`src/rtl/nibble_demux.sv`:
```
// Registered 1-to-2 demultiplexer for the shared operand bus: steers tagged transfers into two
// banks and presents a complete pair with a valid/ack handshake. Optional NIBBLE_DEMUX_TIMEOUT_EN.
module nibble_demux #(
   parameter int unsigned WIDTH   = 4,
   parameter int unsigned TIMEOUT = 16
) (
   input  logic             Clock,
   input  logic             Reset,
   input  logic [WIDTH-1:0] D,
   input  logic             SEL,
   input  logic             DV,
   output logic             READY,
   output logic [WIDTH-1:0] Q1,
   output logic [WIDTH-1:0] Q0,
   output logic             PAIR_VALID,
   input  logic             ACK,
   output logic             OVERWRITE,
   output logic             TIMEOUT_ERR
);

   typedef enum logic [1:0] {StEmpty, StHave0, StHave1, StFull} state_e;

   state_e state;
   logic   accept;
   logic   timeout_hit;

   assign READY  = (state != StFull);
   assign accept = DV && READY;

`ifdef NIBBLE_DEMUX_TIMEOUT_EN
   localparam int unsigned CntW = $clog2(TIMEOUT + 1);

   logic [CntW-1:0] cnt;
   logic            partial;

   assign partial     = (state == StHave0) || (state == StHave1);
   // An accept on the expiry edge wins over the timeout.
   assign timeout_hit = partial && !accept && (cnt == CntW'(TIMEOUT - 1));

   always_ff @(posedge Clock or posedge Reset) begin
      if (Reset) begin
         cnt         <= '0;
         TIMEOUT_ERR <= 1'b0;
      end else begin
         TIMEOUT_ERR <= timeout_hit;
         if (!partial || accept || timeout_hit) begin
            cnt <= '0;
         end else begin
            cnt <= cnt + 1'b1;
         end
      end
   end
`else
   logic unused_timeout_cfg;

   assign unused_timeout_cfg = ^TIMEOUT;
   assign timeout_hit        = 1'b0;
   assign TIMEOUT_ERR        = 1'b0;
`endif

   always_ff @(posedge Clock or posedge Reset) begin
      if (Reset) begin
         state      <= StEmpty;
         Q1         <= '0;
         Q0         <= '0;
         PAIR_VALID <= 1'b0;
         OVERWRITE  <= 1'b0;
      end else begin
         OVERWRITE <= 1'b0;
         if (accept) begin
            if (SEL) begin
               Q1 <= D;
            end else begin
               Q0 <= D;
            end
         end
         case (state)
            StEmpty: begin
               if (accept) begin
                  state <= SEL ? StHave1 : StHave0;
               end
            end
            StHave0: begin
               if (accept) begin
                  if (SEL) begin
                     state      <= StFull;
                     PAIR_VALID <= 1'b1;
                  end else begin
                     OVERWRITE <= 1'b1;
                  end
               end else if (timeout_hit) begin
                  state <= StEmpty;
               end
            end
            StHave1: begin
               if (accept) begin
                  if (!SEL) begin
                     state      <= StFull;
                     PAIR_VALID <= 1'b1;
                  end else begin
                     OVERWRITE <= 1'b1;
                  end
               end else if (timeout_hit) begin
                  state <= StEmpty;
               end
            end
            StFull: begin
               if (ACK) begin
                  state      <= StEmpty;
                  PAIR_VALID <= 1'b0;
               end
            end
            default: begin
               state      <= StEmpty;
               PAIR_VALID <= 1'b0;
            end
         endcase
      end
   end

endmodule

```
`config.mk`:
```
export PLATFORM = sky130hd
export DESIGN_NAME = nibble_demux
export DESIGN_NICKNAME = d
export VERILOG_FILES = /design/src/rtl/nibble_demux.sv
export SDC_FILE = /design/constraint.sdc
export NUM_CORES = 1
export LEC_CHECK = 0
export CAP_MARGIN = 20
export CELL_PAD_IN_SITES_DETAIL_PLACEMENT = 1
export CELL_PAD_IN_SITES_GLOBAL_PLACEMENT = 1
export CORE_MARGIN = 8
export CORE_UTILIZATION = 30
export DETAILED_ROUTE_END_ITERATION = 16
export PLACE_DENSITY = 0.69
export SKIP_CTS_REPAIR_TIMING = 1
export SYNTH_ARGS = -nofsm -noshare
export SYNTH_HDL_FRONTEND = slang
export SYNTH_SLANG_ARGS = --single-unit
```
`constraint.sdc`:
```
create_clock -name Clock -period 1.67 [get_ports Clock]
set_input_delay 0.167 -clock Clock [delete_from_list [all_inputs] [get_ports Clock]]
set_output_delay 0.167 -clock Clock [all_outputs]
set_load 0.01 [all_outputs]
```
==> reports/metrics.yaml, run 1 <==
status: "finished clean"
synth_cells: 55
dieArea_mm2: 0.003909
p_sw_w: 0.0006342
crit_buf_inv: 1
grt_max_degree: 13
power_frac_seq_pct: 30.3
grt_antenna_before_repair: 0
grt_pass1_wl_mm: 2.559
yosysSeqAreaShare_pct: 46.24
cts-root-buf: "clkbuf_4"
synth_cell_types: 19
numCtsBuffers: 3
drive_gt1_share_pct: 28.75
cts_tree: "yes"
io_buffers: 19
finalSetupViolCount: 0
ys_ff_latch: 12
synth_top_family_by_area: "multiplexers"
areaGrowthSynthToFinish_pct: 47.01
utilization_pct: 44.88
wl_per_cell_um: 14.96
yosys_warnings: 0
synth_compound_area_share_pct: 4.624
routabilityCongestion: 0.7236
path_cells: "inv_1, ha_4, nor2_2, nand2_1, a221o_1, mux2i_1"
io_pins: 21
skew_ns: 0.01023
die_height_um: 62.53
fin_crit_ns: 1.559
drt_iter0_markers: 3
fmax_mhz: 641.4
drc_errors: 0
p_sw_share_pct: 35.77
critPathMaxStageDelay_ns: 0.41
synthMuxAreaShare_pct: 21.77
rows: 17
powerDensity_mw_per_mm2: 1857
die_w_um: 62.53
hold_violations: 0
cp-start-kind: "register"
cp_slowest_cell: "dfrtp_2"
maxSlewViolCount: 0
avgViaCountPerCell: 4.556
leakage_nw: 0.4221
clkLatencyLatePin_ns: 0.27
rsz0062_at_grt: "yes"
first_pass_iters: 2
finish.instance_area_um2: 954.7
core-area_mm2: 0.002127
cp_top_family: "flip-flops"
grt.total_usage_pct: 8.333
ir_drop_mv: 0.7511
cts.sinks: 12
diodes: 0
cp-end-kind: "register"
grt_pass1_vias: 548
avgSynthCellArea_um2: 11.81
max-cap-violations: 0
start_util_pct: 30.53
yosys.area_share.simple_pct: 8.671
clockBufferDepth: 2
hp-class: "in -> async"
internal-power_w: 0.001139
drt.antenna.violating_nets: 0
critical_path_arrival_ns: 1.74
drt_wl_total_mm: 1.616
yosys.area_share.xor_xnor_pct: 1.349
fin_nets: 96
netlist_area_um2: 649.4
clkSlewWorstSetupHoldPaths_ns: 0.08
num_vias: 492
synth_fa_ha_area_share_pct: 11.56
htreeDepth: 1
p_total_w: 0.001773
critPathRequiredTime_ns: 1.85
place_area_um2: 885.9
fill_cells: 238
finalCritPeriodShare_pct: 93.36
synth_nets: 70
worstPathMaxFanout: 4
setup_slack_ns: 0.1108
path_class: "reg -> reg"
place_ws_ns: -0.03923
combPwrFrac_pct: 56.9
clkPwrFrac_pct: 12.8
gr-total-overflow: 0
dp_hpwl_mm: 1.302
[registers in the layout, summed over array words and instances (netlist names)]
name and count:
Q0 4, OVERWRITE 1, state 2, Q1 4
PAIR_VALID 1
[cell families after synthesis]
group           Yosys count
fa+ha+maj                 6
mux                      13
simple gates             11
compound gates            5
flops                    12
xor+xnor                  1
other cells               1
buf+inv                   6
[power groups by stage]
| stage | clock network [W] | registers, W | logic (W) |
|---|---|---|---|
| after global placement | 0 | 0.000514 | 0.000928 |
| after CTS | 0.000238 | 0.000521 | 0.000969 |
| after floorplan | 0 | 0.000570 | 0.000459 |
| final | 0.000227 | 0.000538 | 0.00101 |
| after global routing | 0.000253 | 0.000560 | 0.00110 |
| after detailed placement | 0 | 0.000527 | 0.000965 |
[worst paths after layout]
path,from,end,slack (ns),cells past startpoint
setup / recovery,state[1],state[0],0.11,6
hold / removal,Reset,Q1[3],0.19,2
setup reg to reg,state[1],state[0],0.11,6
hold reg to reg,Q0[1],Q0[1],0.51,1
max in group asynchronous,Reset,state[1],1.13,2
min in group Clock,Q0[1],Q0[1],0.51,1
[area by class of cell]
class / count / area [um2] / share of cell area, %
well taps: 28 / 35.03 / 3.670
flip-flops and latches: 12 / 302.8 / 31.72
multi-input cells: 37 / 342.8 / 35.91
repair buffers: 23 / 222.7 / 23.33
inverters: 4 / 15.01 / 1.573
clock buffers: 4 / 36.28 / 3.801
[cells in the mapped netlist]
cell | n | share of area [%]
mux2_2 | 9 | 16
xnor2_1 | 1 | 1.3
ha_1 | 6 | 12
a21oi_1 | 1 | 0.77
nor2b_1 | 1 | 0.96
buf_6 | 1 | 1.7
nand2_1 | 4 | 2.3
and3b_1 | 1 | 1.3
a221o_1 | 1 | 1.5
dfrtp_1 | 12 | 46
and3_1 | 1 | 0.96
nor2_1 | 2 | 1.2
o21ai_0 | 3 | 2.3
nor3b_1 | 1 | 1.2
inv_1 | 4 | 2.3
mux2i_1 | 4 | 6.2
conb_1 | 1 | 0.58
nand3_1 | 1 | 0.77
buf_4 | 1 | 1.2
[layer usage]
metal,part of all wire [%],track usage (%),vias to the layer above
met5,0,0,-
met4,2.1,5.413,0
met3,6.5,3.763,2
met2,58,14.88,14
met1,34,7.411,244
li1,-,-,232
[metrics by stage]
step	hold slack [ns]	TNS, ns	std cells
5_1_grt	0.2200	-0.02607	108
3_5_place_dp	0.4984	-0.05871	104
3_3_place_gp	0.4903	0	104
6_report	0.1884	0	108
2_1_floorplan	0.03170	0	55
4_1_cts	0.2084	-0.06815	108
[layout by cell type, fill, tap and decap left out]
cell type        instances
a221o_1                  1
nor3b_1                  1
dfrtp_2                  2
ha_1                     4
ha_4                     2
dlymetal6s2s_1           1
and3b_1                  1
nor2b_1                  1
nor2_1                   1
and3_1                   1
inv_2                    1
inv_1                    3
mux2_2                   9
mux2i_1                  4
o21ai_1                  1
clkbuf_8                 1
buf_4                    4
xnor2_1                  1
clkbuf_4                 3
nand2_1                  4
nand3_1                  1
dfrtp_1                 10
o21ai_0                  2
a21oi_1                  1
nor2_2                   1
conb_1                   1
clkdlybuf4s50_1         18
No activity file was read; power rests on OpenSTA's default activity.
==> run 2, diff against run 1 <==
- REMOVE_ABC_BUFFERS: default -> 1
==> run 2 against run 1 <==
Worst hold slack gained 0.012 ns. Critical path depth grew 1. Die area is the same. Setup slack lost 0.028 ns. Sequential power shrank 5.4%. Routed wire length shrank 7.5%. Critical endpoint is now Q0[0].
==> reports/metrics.yaml, run 2 (synthesized netlist as in run 1, its figures left out) <==
status: "finished clean"
drt.antenna.violating_nets: 0  # unchanged
fin_crit_ns: 1.587  # +0.02776 ns
cts.sinks: 12  # unchanged
clockBufferDepth: 2  # unchanged
leakage_nw: 0.4293  # +1.7%
dieArea_mm2: 0.003909  # unchanged
htreeDepth: 1  # unchanged
drc_errors: 0  # unchanged
numCtsBuffers: 3  # unchanged
wl_per_cell_um: 13.58  # -9.2%
drive_gt1_share_pct: 29.27  # +0.52 points
finalSetupViolCount: 0  # unchanged
hold_ws_ns: 0.2004  # +0.01196 ns
avgViaCountPerCell: 4.609  # +1.2%
first_pass_iters: 2  # unchanged
cp-end-kind: "register"
powerDensity_mw_per_mm2: 1807  # -2.7%
ir_drop_mv: 0.7796  # +3.8%
clkLatencyLatePin_ns: 0.27  # about the same
cts_tree: "yes"
core-area_mm2: 0.002127  # unchanged
top_regs: "Q0 (4), Q1 (4), state (2)"
drt_wl_total_mm: 1.494  # -7.5%
hp-class: "in -> async"
critPathRequiredTime_ns: 1.83  # -0.02 ns
fin_nets: 99  # +3.1%
gr-total-overflow: 0  # unchanged
grt_pass1_vias: 591  # +7.8%
io_buffers: 19  # unchanged
grt_pass1_wl_mm: 2.766  # +8.1%
num_vias: 507  # +3.0%
cp-start-kind: "register"
grt_antenna_before_repair: 0  # unchanged
areaGrowthSynthToFinish_pct: 44.89
path_class: "reg -> reg"
setup_tns_ns: 0  # unchanged
routabilityCongestion: 0.7441  # +2.8%
rows: 17  # unchanged
skew_ns: 0.001962  # -0.008266 ns
worstPathMaxFanout: 4  # unchanged
grt_max_degree: 13  # unchanged
finalCritPeriodShare_pct: 95.03  # +1.7 points
io_pins: 21  # unchanged
layout_common_cells: "18 x clkdlybuf4s50_1, 12 x dfrtp_1, 9 x mux2_2, 7 x buf_4, 5 x ha_1"
grt.total_usage_pct: 8.478  # +0.14 points
start_util_pct: 30.53  # unchanged
max-cap-violations: 0  # unchanged
clkSlewWorstSetupHoldPaths_ns: 0.07  # about the same
maxSlewViolCount: 0  # unchanged
drt_iter0_markers: 4  # +1
die_height_um: 62.53  # unchanged
diodes: 0  # unchanged
die_w_um: 62.53  # unchanged
fmax_mhz: 630.1  # -1.7%
hold_violations: 0  # unchanged
rsz0062_at_grt: "yes"
cts-root-buf: "clkbuf_4"
critical_path_arrival_ns: 1.75  # about the same
final_common_cell: "clkdlybuf4s50_1"
fill_cells: 241  # +1.3%
[run 2: cell types whose count changed in the layout (fill, tap and decap cells not counted), sizes merged]
| cell | before | now |
|---|---|---|
| buf | 4 | 7 |
| clkbuf | 4 | 3 |
[run 2: report_power, final]
| group | switching (W) | internal, W |
|---|---|---|
| registers | 0.0000746 | 0.000434 |
| clock network | 0.0000915 | 0.0000836 |
| logic | 0.000431 | 0.000585 |
| total | 0.000597 | 0.00110 |
[run 2: area by class of cell]
| cell class | count | area (um2) | area share [%] |
|---|---|---|---|
| Timing Repair Buffer | 26 | 245.2 | 26.06 |
| Sequential cell | 12 | 300.3 | 31.91 |
| Tap cell | 28 | 35.03 | 3.723 |
| Multi-Input combinational cell | 37 | 322.8 | 34.31 |
| Clock buffer | 3 | 22.52 | 2.394 |
| Inverter | 4 | 15.01 | 1.596 |
[run 2: layer usage]
| metal | up-vias | track usage [%] | wire length (um) |
|---|---|---|---|
| met5 | - | 0 | 0 |
| met4 | 0 | 3.704 | 19 |
| met3 | 3 | 3.047 | 63 |
| met2 | 12 | 14.75 | 797 |
| met1 | 252 | 8.968 | 614 |
| li1 | 240 | - | - |
[run 2: worst paths after layout]
path	start	end	slack, ns	cells after the start
setup / recovery	state[0]	Q0[0]	0.08	7
max in group asynchronous	Reset	PAIR_VALID	1.15	2
hold / removal	Reset	Q1[1]	0.20	2
setup reg to reg	state[0]	Q0[0]	0.08	7
hold reg to reg	Q0[3]	Q0[3]	0.51	1
min in group Clock	Q0[3]	Q0[3]	0.51	1
[run 2: worst max-delay path, stage by stage, from the launching register on]
cell and delay [ns]:
dfrtp_1 0.41, buf_4 0.15, ha_1 0.21, inv_2 0.07
nand2_1 0.08, nor2_2 0.08, buf_4 0.13, mux2_2 0.32
[run 2: metrics by stage]
stage          cell area (um2)  instances  power [W]  worst slack, ns  util, %
2_1_floorplan            630.6         53   0.001022          0.09015        -
3_3_place_gp             908.4        107   0.001489          0.06352    42.71
3_5_place_dp             908.4        107   0.001539          0.03220    42.71
4_1_cts                  930.9        110   0.001722          -0.2033    43.76
5_1_grt                  940.9        110   0.001853         -0.03771    44.24
6_report                 940.9        110   0.001700          0.08305    44.24
